$ cat config.mk
export PLATFORM = sky130hd
export DESIGN_NAME = solver_drain
export DESIGN_NICKNAME = d
export VERILOG_FILES = /design/src/rtl/solver_drain_pkg.sv /design/src/rtl/drain_fifo2.sv /design/src/rtl/solver_drain.sv
export SDC_FILE = /design/constraint.sdc
export NUM_CORES = 1
export LEC_CHECK = 0
export ABC_CLOCK_PERIOD_IN_PS = 9090
export CAP_MARGIN = 25
export CORE_MARGIN = 2
export CORE_UTILIZATION = 28
export DETAILED_ROUTE_END_ITERATION = 6
export SLEW_MARGIN = 20
export SYNTH_ARGS = -nofsm -noshare
export SYNTH_HDL_FRONTEND = slang
export SYNTH_HIERARCHICAL = 1
export SYNTH_SLANG_ARGS = --single-unit
$ cat constraint.sdc
create_clock -name clock -period 9.09 [get_ports clock]
set_clock_uncertainty 0.1 [all_clocks]
set_input_delay 1.818 -clock clock [delete_from_list [all_inputs] [get_ports clock]]
set_output_delay 1.818 -clock clock [all_outputs]
set_load 0.01 [all_outputs]
$ cat src/rtl/solver_drain_pkg.sv
// Shared definitions for the solver result-RAM drain sequencer.
package solver_drain_pkg;

  localparam int SOLVER_ID_W    = 6;
  localparam int RAM_ADDR_W     = 10;
  localparam int PIXEL_W        = 8;
  localparam int RAM_RD_LATENCY = 1;

  // Reads in flight plus buffered words: one slot per cycle of RAM latency
  // plus one to keep streaming at a word per cycle.
  localparam int CREDIT_LIMIT = RAM_RD_LATENCY + 1;

  typedef enum logic [1:0] {
    IDLE  = 2'd0,
    ISSUE = 2'd1,
    FLUSH = 2'd2
  } drain_state_t;

  // One pixel together with the bank/address it was read from.
  typedef struct packed {
    logic [SOLVER_ID_W-1:0] solver_id;
    logic [RAM_ADDR_W-1:0]  addr;
    logic [PIXEL_W-1:0]     data;
  } drain_word_t;

endpackage

$ cat src/rtl/drain_fifo2.sv
// Two-entry FIFO of tagged pixels between the RAM read port and the stream.
module drain_fifo2
  import solver_drain_pkg::*;
(
  input  logic        clock,
  input  logic        reset,
  input  logic        push,
  input  logic        pop,
  input  drain_word_t wdata,
  output drain_word_t rdata,
  output logic [1:0]  count,
  output logic        full,
  output logic        empty
);

  drain_word_t mem [2];
  logic        wr_ptr;
  logic        rd_ptr;
  logic        push_ok;
  logic        pop_ok;

  assign push_ok = push && !full;
  assign pop_ok  = pop && !empty;

  // Storage, pointers and occupancy.
  // NOTE: sequential state uses non-blocking (<=) so every register samples
  // pre-edge values; the two entries are reset so the stream outputs read 0
  // after reset instead of stale data.
  always_ff @(posedge clock or posedge reset) begin
    if (reset) begin
      mem[0] <= '0;
      mem[1] <= '0;
      wr_ptr <= 1'b0;
      rd_ptr <= 1'b0;
      count  <= 2'd0;
    end else begin
      if (push_ok) begin
        mem[wr_ptr] <= wdata;
        wr_ptr      <= ~wr_ptr;
      end
      if (pop_ok) begin
        rd_ptr <= ~rd_ptr;
      end
      case ({push_ok, pop_ok})
        2'b10:   count <= count + 2'd1;
        2'b01:   count <= count - 2'd1;
        default: count <= count;
      endcase
    end
  end

  assign rdata = mem[rd_ptr];
  assign full  = (count == 2'd2);
  assign empty = (count == 2'd0);

endmodule

$ cat src/rtl/solver_drain.sv
// Drains the per-solver result RAMs in (solver, address) order onto a
// valid/ready stream. Optional feature macro: SOLVER_DRAIN_CHECKSUM_EN adds a
// 16-bit running byte checksum of the transferred pixels.
module solver_drain
  import solver_drain_pkg::*;
#(
  parameter int NUM_SOLVERS = 1,
  parameter int DEPTH       = 1024
) (
  input  logic                      clock,
  input  logic                      reset,
  input  logic                      start,
  output logic [SOLVER_ID_W-1:0]    rd_solver_id,
  output logic [RAM_ADDR_W-1:0]     rd_addr,
  input  logic signed [PIXEL_W-1:0] rd_data_in,
  output logic                      out_valid,
  input  logic                      out_ready,
  output logic signed [PIXEL_W-1:0] out_data,
  output logic [SOLVER_ID_W-1:0]    out_solver_id,
  output logic [RAM_ADDR_W-1:0]     out_addr,
  output logic                      busy,
  output logic                      done
`ifdef SOLVER_DRAIN_CHECKSUM_EN
  ,output logic [15:0]              checksum
`endif
);

  localparam logic [SOLVER_ID_W-1:0] LAST_SID  = SOLVER_ID_W'(NUM_SOLVERS - 1);
  localparam logic [RAM_ADDR_W-1:0]  LAST_ADDR = RAM_ADDR_W'(DEPTH - 1);

  drain_state_t           state;
  drain_state_t           state_next;
  logic                   inflight;
  logic [SOLVER_ID_W-1:0] tag_sid;
  logic [RAM_ADDR_W-1:0]  tag_addr;
  logic                   issue;
  logic                   last_issue;
  logic                   pop;
  logic                   accept_start;
  logic [2:0]             occupancy;
  logic [1:0]             fifo_count;
  logic                   fifo_full;
  logic                   fifo_empty;
  drain_word_t            push_word;
  drain_word_t            head_word;

  assign accept_start = (state == IDLE) && start;
  assign pop          = out_valid && out_ready;

  // A word leaving this cycle frees its slot for the read issued this cycle;
  // without that, a 2-entry FIFO could only sustain half rate.
  assign occupancy  = 3'(fifo_count) + 3'(inflight) - 3'(pop);
  assign issue      = (state == ISSUE) && !(fifo_full && !pop)
                      && (occupancy < 3'(CREDIT_LIMIT));
  assign last_issue = issue && (rd_solver_id == LAST_SID) && (rd_addr == LAST_ADDR);

  // State register.
  always_ff @(posedge clock or posedge reset) begin
    if (reset) state <= IDLE;
    else       state <= state_next;
  end

  // Next-state and done pulse.
  // NOTE: every always_comb output gets a default first so no path can
  // leave it unassigned and infer a latch.
  always_comb begin
    state_next = state;
    done       = 1'b0;
    case (state)
      IDLE:  if (start) state_next = ISSUE;
      ISSUE: if (last_issue) state_next = FLUSH;
      FLUSH: begin
        if (fifo_empty && !inflight) begin
          done       = 1'b1;
          state_next = IDLE;
        end
      end
      default: state_next = IDLE;
    endcase
  end

  assign busy = (state != IDLE);

  // Issue pointer, which is also the registered RAM read address.
  always_ff @(posedge clock or posedge reset) begin
    if (reset) begin
      rd_solver_id <= '0;
      rd_addr      <= '0;
    end else if (accept_start) begin
      rd_solver_id <= '0;
      rd_addr      <= '0;
    end else if (issue && !last_issue) begin
      if (rd_addr == LAST_ADDR) begin
        rd_addr      <= '0;
        rd_solver_id <= rd_solver_id + SOLVER_ID_W'(1);
      end else begin
        rd_addr <= rd_addr + RAM_ADDR_W'(1);
      end
    end
  end

  // Tag delayed alongside the read so it lines up with rd_data_in.
  always_ff @(posedge clock or posedge reset) begin
    if (reset) begin
      inflight <= 1'b0;
      tag_sid  <= '0;
      tag_addr <= '0;
    end else begin
      inflight <= issue;
      if (issue) begin
        tag_sid  <= rd_solver_id;
        tag_addr <= rd_addr;
      end
    end
  end

  assign push_word = '{solver_id: tag_sid, addr: tag_addr, data: rd_data_in};

  drain_fifo2 u_fifo (
    .clock (clock),
    .reset (reset),
    .push  (inflight),
    .pop   (pop),
    .wdata (push_word),
    .rdata (head_word),
    .count (fifo_count),
    .full  (fifo_full),
    .empty (fifo_empty)
  );

  assign out_valid     = !fifo_empty;
  assign out_data      = head_word.data;
  assign out_solver_id = head_word.solver_id;
  assign out_addr      = head_word.addr;

`ifdef SOLVER_DRAIN_CHECKSUM_EN
  // Running sum of transferred bytes, restarted by each accepted start.
  always_ff @(posedge clock or posedge reset) begin
    if (reset)             checksum <= 16'h0000;
    else if (accept_start) checksum <= 16'h0000;
    else if (pop)          checksum <= checksum + {8'h00, out_data};
  end
`endif

endmodule

Word level (Yosys, flattened, before mapping)
Cells that the tools add are included.

Flip-flop bits (word level): 87. Bits of input ports: 12. Output and inout bits: 43. Logic and storage cells: 84.

Add/subtract/negate cells: 6. $lt $le $gt $ge: 4. Equal/unequal tests: 9. Mux-type cells: 19. Bitwise gates (word level): 4. Reduce and logical (&&, ||, !) cells: 27.

Operators with widths (number): 2-to-1 mux 24 bit (4); bitwise mux 48 bit (1); 2-to-1 mux 10 bit (3); demux 24 bit (select 1 bit) (1); 2-to-1 mux 6 bit (3); logical AND 1 bit (12); adder 10 x 1 -> 10 bit, second input constant (1); == test 10 bit, second input constant (1); nonzero test 2 bit (4); adder 6 x 1 -> 6 bit, second input constant (1); == test 2 bit, second input constant (3); zero test 1 bit (6); zero test 6 bit (1); 2-to-1 mux 2 bit (3); != test 2 bit, second input constant (3); case mux 2 bit (3 select lines) (1); == test 2 x 1 -> 1 bit, second input constant (2); >= comparator 2 bit, second input constant (2); zero test 2 bit (2); NOT 1 -> 2 bit (2); case mux 2 bit (2 select lines) (1); adder 2 x 1 -> 3 bit (1); less-than comparator 3 x 2 -> 1 bit, second input constant (1); AND reduction 3 bit (1); other kinds (7) (9).

Depth between registers and ports, before layout
Gate-level depths: netlist of run 1.

Depth in word-level cells: 14. Mapped depth: 12. Depth with buffers taken out: 11.

Hierarchy
Netlist of run 1, hierarchy kept.

By module, submodules not included: drain_fifo2 (instances 1, cells each 147, area each 2388.5 um^2, sequential area each 1301.2 um^2); solver_drain (instances 1, cells each 153, area each 1700.4 um^2, sequential area each 875.8 um^2).

Worst setup path before layout of run 1
OpenSTA, ideal clock, no wires.

Kind: input -> register. From: input out_ready. To: register rd_addr[7]. Setup time: 0.078 ns. Arrival: 4.155 ns. Data required time: 8.912 ns. Path slack: 4.757 ns. Stages on the path: 10. Path buffers: 0. Cells stage by stage: nand2b_4 -> inv_1 -> ha_1 -> nand2b_1 -> fa_1 -> xor2_1 -> a2111oi_4 -> a21oi_2 -> or4_1 -> a21oi_1.

Word-level cells in the longest chain between the ends: 11. Elaborated cells on any way between the ends: 13. Those cells by class: add/sub: 1; order compare: 1; reduce/logical: 11.

Ends and longest elaborated chain: from (decl) (RTL line solver_drain.sv:17) `input logic out_ready,`; logical AND 1 bit (*) (RTL line solver_drain.sv:48) `assign pop = out_valid && out_ready;`; via pop (RTL line solver_drain.sv:38) `logic pop;`; parallel branches: the longest is 4 deep, another holds subtractor 3 x 1 -> 3 bit; logical AND 1 bit (*) (RTL line solver_drain.sv:54) `&& (occupancy < 3'(CREDIT_LIMIT));`; logical AND 1 bit (2 in series) (RTL line solver_drain.sv:55) `assign last_issue = issue && (rd_solver_id == LAST_SID) && (rd_addr == LAST_ADDR);`; zero test 1 bit (RTL line solver_drain.sv:92) `end else if (issue && !last_issue) begin`; logical AND 1 bit (*) (RTL line solver_drain.sv:92); nonzero test 2 bit (no line) (*); to (signal assigned) (RTL line solver_drain.sv:97) `rd_addr <= rd_addr + RAM_ADDR_W'(1);`; to (decl) (RTL line solver_drain.sv:14) `output logic [RAM_ADDR_W-1:0] rd_addr,`.

Mark *: on every way through the listed nets, which the timed path passes. A chain may end at the register's enable or synchronous reset.

Final worst setup path of run 1
Ends and elaborated chain as after synthesis.

==> results of run 1 <==
## synthesized netlist by cell type, types with 2 or more instances
cell type / instances / area (um2)
o21ai_0: 6 / 30.0
a21oi_1: 7 / 35.0
or4_1: 2 / 15.0
buf_2: 7 / 35.0
mux2_4: 20 / 300
nand2b_1: 3 / 18.8
dfrtp_1: 87 / 2180
nand2b_4: 2 / 27.5
or3_1: 6 / 37.5
inv_1: 11 / 41.3
nand4_1: 4 / 25.0
ha_1: 5 / 62.6
nand2_1: 10 / 37.5
and3_1: 2 / 12.5
clkbuf_1: 2 / 7.51
buf_12: 2 / 40.0
xor2_1: 9 / 78.8
nand3_1: 7 / 35.0
nand3b_1: 2 / 15.0
xnor2_1: 4 / 35.0
mux2_1: 8 / 90.1
mux2_2: 60 / 676
nor2_1: 15 / 56.3
## through the flow
stage / cell area [um2] / instances
2_1_floorplan: 4090 / 300
3_3_place_gp: 4800 / 530
3_5_place_dp: 4800 / 530
4_1_cts: 5140 / 546
5_1_grt: 5140 / 546
6_report: 5140 / 546
## flip-flops by register name, summed over array words and instances (netlist names)
register and cells:
u_fifo/rd_ptr 1, inflight 1, rd_solver_id 6, state 2, u_fifo/mem 48, rd_addr 10
u_fifo/count 2, tag_sid 6, u_fifo/wr_ptr 1, tag_addr 10
## cells in the final DEF (no fill, tap or decap), types with 2 or more instances in the layout
master and n:
dfrtp_1 87, mux2_2 60, clkdlybuf4s50_1 54, mux2_4 20, nor2_1 15, inv_1 10, nand2_1 10, xor2_1 9
clkbuf_16 9, mux2_1 8, nand3_1 7, a21oi_1 7, or3_1 6, o21ai_0 6, ha_1 5, nand4_1 4
xnor2_1 4, buf_4 4, nand2b_1 3, bufinv_16 3, nand2b_4 2, or4_1 2, and3_1 2, nand3b_1 2
inv_6 2
## worst min path at each step
| stage | slack (ns) | cells past startpoint | endpoint | from |
|---|---|---|---|---|
| after global placement | 0.38 | 1 | u_fifo/mem[24] | u_fifo/mem[24] |
| after global routing | 0.42 | 1 | u_fifo/mem[35] | u_fifo/mem[35] |
| after CTS | 0.41 | 1 | u_fifo/mem[22] | u_fifo/mem[22] |
| after detailed placement | 0.39 | 1 | u_fifo/mem[44] | u_fifo/mem[44] |
| final | 0.40 | 1 | u_fifo/mem[36] | u_fifo/mem[36] |
| after floorplan | 0.37 | 1 | u_fifo/wr_ptr | u_fifo/wr_ptr |
## layer usage
layer / vias up / share of wire [%] / GRT usage [%]
met5: - / 0 / 0
met4: 0 / 1.5 / 3.92
met3: 13 / 3.4 / 2.71
met2: 50 / 46 / 17.8
met1: 1279 / 50 / 16.0
li1: 1174 / - / -
## final cells by class
type                       instances  area [um2]  share of cell area [%]
clock inverter                     6         115                    2.24
timing repair buffer              58         571                    11.1
clock buffer                      10         229                    4.45
multi-input combinational        190        1780                    34.6
inverter                          11        41.3                   0.803
sequential                        87        2180                    42.4
tap                              184         230                    4.48
## cells by family after synthesis
family | count (synthesis) | share of synthesized area, %
muxes | 89 | 26.3
and+or+nand+nor | 64 | 9.33
buffers and inverters | 23 | 3.30
DFF | 87 | 53.2
xor gates and xnor gates | 13 | 2.78
adders and majority gates | 6 | 2.02
AOI/OAI and AO/OA | 18 | 3.00
## worst max-delay path, stage by stage
cell             delay (ns)
clkdlybuf4s50_1        0.45
nand2b_4               0.10
inv_1                  0.06
ha_1                   0.28
nand2b_1               0.15
fa_1                   0.38
xor2_1                 0.19
a2111oi_4              0.32
buf_4                  0.37
a21oi_2                0.20
or4_1                  0.53
a21oi_1                0.15
## where the power goes
part	switching [mW]	internal [mW]	total, mW
clock	0.157	0.271	0.428
combinational	0.239	0.300	0.538
sequential	0.0648	0.471	0.535
==> metrics.txt, run 1 <==
result of the run=complete, no violations; worst-skew pair later-pin latency=0.34 ns; post-route core utilization=between 30% and 40%; Worst setup startpoint=out_ready; average instance area after synthesis=~14 um2; Worst R2R Path Depth=12; remaining number of nets flagged by the antenna check after routing=0; Post-CTS Hold Buffers=0; Initial DRT Pass Iterations=4; Pwr Total=about 1.5 mW; antenna violations before repair=0; Total Nets Final=between 300 and 400; clk sink count=slightly below 90; GRT Overall Usage=~12%; number of buffers on the longest clock path=2; total number of vias=approximately 2.5k; count of input and output buffers=54; number of synthesized flops with an enable pin=0; final hold viol count=0; min Tclk post-route=around 4.9 ns; effective utilization at floorplan=28.3%; leakage power figure=~2.3 nW; Core Region=between 0.01 and 0.015 mm2; number of design-rule violations left by the first detailed-router iteration=around 140; setup fix buffers added after clock tree synthesis=0; # Max-Cap Violations=0; Sum Neg Setup Slack=0 ns; total grt overflow=0; H-tree Lvls=3; Final setup violation count=0; die width=125 um; total die area=~0.016 mm2; flop2flop setup slack=5.34 ns; share of flip-flops with an asynchronous set or reset=100%; first-pass GRT wire length=14.3 mm; Post-Route WL=8.48 mm; count of instances resized after the clock tree is built=0; most frequently used flop master after synthesis=dfrtp_1; Final WS setup=between 4 and 5 ns; Std-Cell Rows=44; fraction of the cycle the final worst path needs=53.4%; total nets after synthesis=about 320; I/O pins=55; warnings from Yosys=6; worst flop-to-flop path startpoint=u_fifo/count[1]; RD Place Congestion=0.741; clock root buffer=clkbuf_16; Max Freq=206 MHz; Critical Path Start Type=primary input; height of the die=roughly 120 um; slew at the pin closest to its max-slew limit=0.673 ns; peak ir drop on the vdd network=around 110 uV; number of antenna cells inserted=0; clock tree from TritonCTS=yes; Synth cell types=between 40 and 50; RSZ-0062 raised after global routing=no; Setup crit end kind=register; cells after synthesis=300; share of cells above drive strength 1=a little under a third; arrival time at the worst endpoint=around 5 ns; pin count of the biggest net entering global routing=53; classification of the worst setup path=in2reg; average wire per cell in the routed design=~16 um; proportion of synthesized chip area in sequential cells=a little over half; DP Wirelength=5.56 mm; worst slack on hold paths=approximately 0.40 ns; routed via count divided by cell count=4.61; critical path data required time=9.25 ns; CTS clk-pin slew, worst paths=around 0.060 ns; maximum fanout count along the critical path=27; cts bufs inserted=9; count of pins over their slew limit=0; Yosys reg bits=slightly below 90; end of the worst register-to-register path=rd_addr[7]; Slew headroom=between 50% and 60%; Power Density=292 mW/mm2; area added between synthesis and finish=25.7%; Worst setup endpoint=rd_addr[7]; count of fill cells added during filler insertion=1,385; worst hold path class=reg2reg; DRC=0; pre-CTS WS=3.89 ns; Mapped Area=between 0.004 and 0.005 mm2; number of global-route vias before repair=2,752
Power figures use the tool's default switching activity.
==> inputs of run 2 (changes only) <==
Settings changed: ABC_CLOCK_PERIOD_IN_PS 9090 to 3900.
Clock period 9.09 ns to 3.9 ns, I/O delays scaled along.
==> metrics.txt, run 2 (synthesis gave the netlist of run 1 again) <==
Total Nets Final=378 (+0.80%); DP Wirelength=5.72 mm (+2.9%); total cell area at the placement stage=0.00483 mm2 (+0.73%); worst hold path class=reg2reg; Int Power=2.27 mW (+120%); layer with the highest usage after global routing=met2; result of the run=complete, no violations; number of design-rule violations left by the first detailed-router iteration=82 (-42%); remaining number of nets flagged by the antenna check after routing=0 (unchanged); register containing the most flip-flops in the final layout=u_fifo/mem; routed via count divided by cell count=4.54 (-1.5%); peak ir drop on the vdd network=198 uV (+75%); share of power burned in the clock network=24.3% (-4.2 points); clock root buffer=clkbuf_16; slew at the pin closest to its max-slew limit=0.658 ns (-0.0143 ns); fraction of the cycle the final worst path needs=between 90% and 100%; first-pass GRT wire length=13.9 mm (-3.0%); count of input and output buffers=54 (unchanged); Psw=1.07 mW (+130%); RD Place Congestion=0.788 (+6.3%); Slew headroom=55.8% (+0.96 points); min Tclk post-route=3.55 ns; Initial DRT Pass Iterations=5 (+1); H-tree Lvls=3 (unchanged); met3 demand-to-capacity share in global routing=2.45% (-0.26 points); leakage power figure=2.33 nW (-0.40%); I/O pins=55 (unchanged); clk sink count=87 (unchanged); average wire per cell in the routed design=15.1 um (-2.6%); leading cell type in the layout, fill and taps excluded=dfrtp_1; Post-Layout Inst Area=0.00511 mm2 (-0.54%); critical path data required time=4.05 ns (-5.20 ns); count of instances resized after the clock tree is built=0 (unchanged); number of antenna cells inserted=0 (unchanged); final hold viol count=0 (unchanged); GRT Overall Usage=11.2% (-0.32 points); number of flip-flops under the largest register name=48 (unchanged); Std-Cell Rows=44 (unchanged); number of global-route vias before repair=2,560 (-7.0%); classification of the worst setup path=in2reg; setup fix buffers added after clock tree synthesis=0 (unchanged); arrival time at the worst endpoint=3.70 ns (-1.32 ns); Setup crit end kind=register; effective utilization at floorplan=28.3% (unchanged); height of the die=125 um (unchanged); pin count of the biggest net entering global routing=36 (-32%); number of buffers on the longest clock path=2 (unchanged); total number of vias=2,493 (-0.91%); antenna violations before repair=0 (unchanged); DRC=0 (unchanged); clock tree from TritonCTS=yes; combinational cell fraction of total power=38.2% (+2.3 points); maximum fanout count along the critical path=14 (-48%); Post-CTS Hold Buffers=0 (unchanged); global-route track usage on met1=16.0% (about the same); Core Region=0.0144 mm2 (unchanged); largest registers=u_fifo/mem x48, rd_addr x10, tag_addr x10; RSZ-0062 raised after global routing=no; Global Route met2 Usage=16.7% (-1.1 points); # Max-Cap Violations=0 (unchanged); Critical Path Start Type=primary input; Post-Route WL=8.30 mm (-2.1%); Power Density=651 mW/mm2 (+120%); die width=125 um (unchanged); share of cells above drive strength 1=31.0% (+0.85 points); area added between synthesis and finish=25.0%; Worst setup startpoint=out_ready; share of total power consumed by net switching=32.0% (+1.3 points); total die area=0.0156 mm2 (unchanged); CTS clk-pin slew, worst paths=0.06 ns (about the same); Worst R2R Path Depth=12 (unchanged); worst flop-to-flop path startpoint=u_fifo/count[1]; end of the worst register-to-register path=rd_solver_id[5]; count of pins over their slew limit=0 (unchanged); cts bufs inserted=9 (unchanged); total grt overflow=0 (unchanged); flop2flop setup slack=0.55 ns (-4.79 ns); Worst setup endpoint=rd_solver_id[5]; post-route core utilization=35.4% (-0.19 points); Max Freq=around 280 MHz; worst-skew pair later-pin latency=0.33 ns (about the same); most used cells in the layout excluding fill and tap cells=dfrtp_1, mux2_2, clkdlybuf4s50_1, mux2_4, nor2_1; Final setup violation count=0 (unchanged); proportion of power drawn by flip-flops and latches=37.4% (+1.8 points)
## run 2: changes by cell type in the layout (fill, tap and decap cells not counted), sizes merged
cell      delta
buf          +3
bufinv       -3
clkinv       +2
clkinvlp     +1
## run 2: worst max-delay path, cell delays in order
cell and delay (ns):
clkdlybuf4s50_1 0.45, nand2b_4 0.10, inv_1 0.05, ha_1 0.27, nand2b_1 0.15, fa_1 0.38, xor2_1 0.19, a2111oi_4 0.43
buf_4 0.27, nand3_2 0.10, or3_1 0.36, a21oi_1 0.17
## run 2: worst min-delay path by stage
stage / from / depth (start not counted) / to
global route: u_fifo/rd_ptr / 1 / u_fifo/rd_ptr
detailed placement: u_fifo/rd_ptr / 1 / u_fifo/rd_ptr
floorplan: u_fifo/wr_ptr / 1 / u_fifo/wr_ptr
CTS: u_fifo/rd_ptr / 1 / u_fifo/rd_ptr
finish: u_fifo/rd_ptr / 1 / u_fifo/rd_ptr
global placement: u_fifo/rd_ptr / 1 / u_fifo/rd_ptr
## run 2: layout make-up
| class | count | area, um2 |
|---|---|---|
| Tap cell | 184 | 230 |
| Multi-Input combinational cell | 190 | 1780 |
| Clock buffer | 10 | 239 |
| Fill cell | 1413 | 9310 |
| Sequential cell | 87 | 2180 |
| Timing Repair Buffer | 61 | 606 |
| Clock inverter | 6 | 42.5 |
| Inverter | 11 | 41.3 |
## run 2: stage by stage
step | worst slack [ns] | std cells | hold slack [ns] | power (mW) | TNS (ns)
2_1_floorplan | 0.605 | 300 | 0.369 | 2.14 | 0
3_3_place_gp | 0.0474 | 532 | 0.356 | 2.51 | 0
3_5_place_dp | -0.0231 | 533 | 0.363 | 2.56 | -0.0322
4_1_cts | 0.314 | 549 | 0.372 | 3.39 | 0
5_1_grt | 0.143 | 549 | 0.389 | 3.54 | 0
6_report | 0.353 | 549 | 0.369 | 3.33 | 0
## run 2: per-layer routing
metal	wire length, um	vias to the layer above
li1	-	1186
met4	125	0
met1	4060	1234
met3	330	11
met5	0	-
met2	3780	62
## run 2: power by group through the flow
stage	logic, mW	clock network [mW]	registers (mW)
6_report	1.27	0.810	1.25
4_1_cts	1.30	0.837	1.25
3_5_place_dp	1.29	0	1.27
2_1_floorplan	0.915	0	1.22
3_3_place_gp	1.26	0	1.25
5_1_grt	1.40	0.870	1.28
==> inputs of run 3 (changes only) <==
Settings changed: SETUP_SLACK_MARGIN set to 0.1.
==> results of run 3 <==
Same layout as run 2: the final DEF is identical, and so are final timing and power.
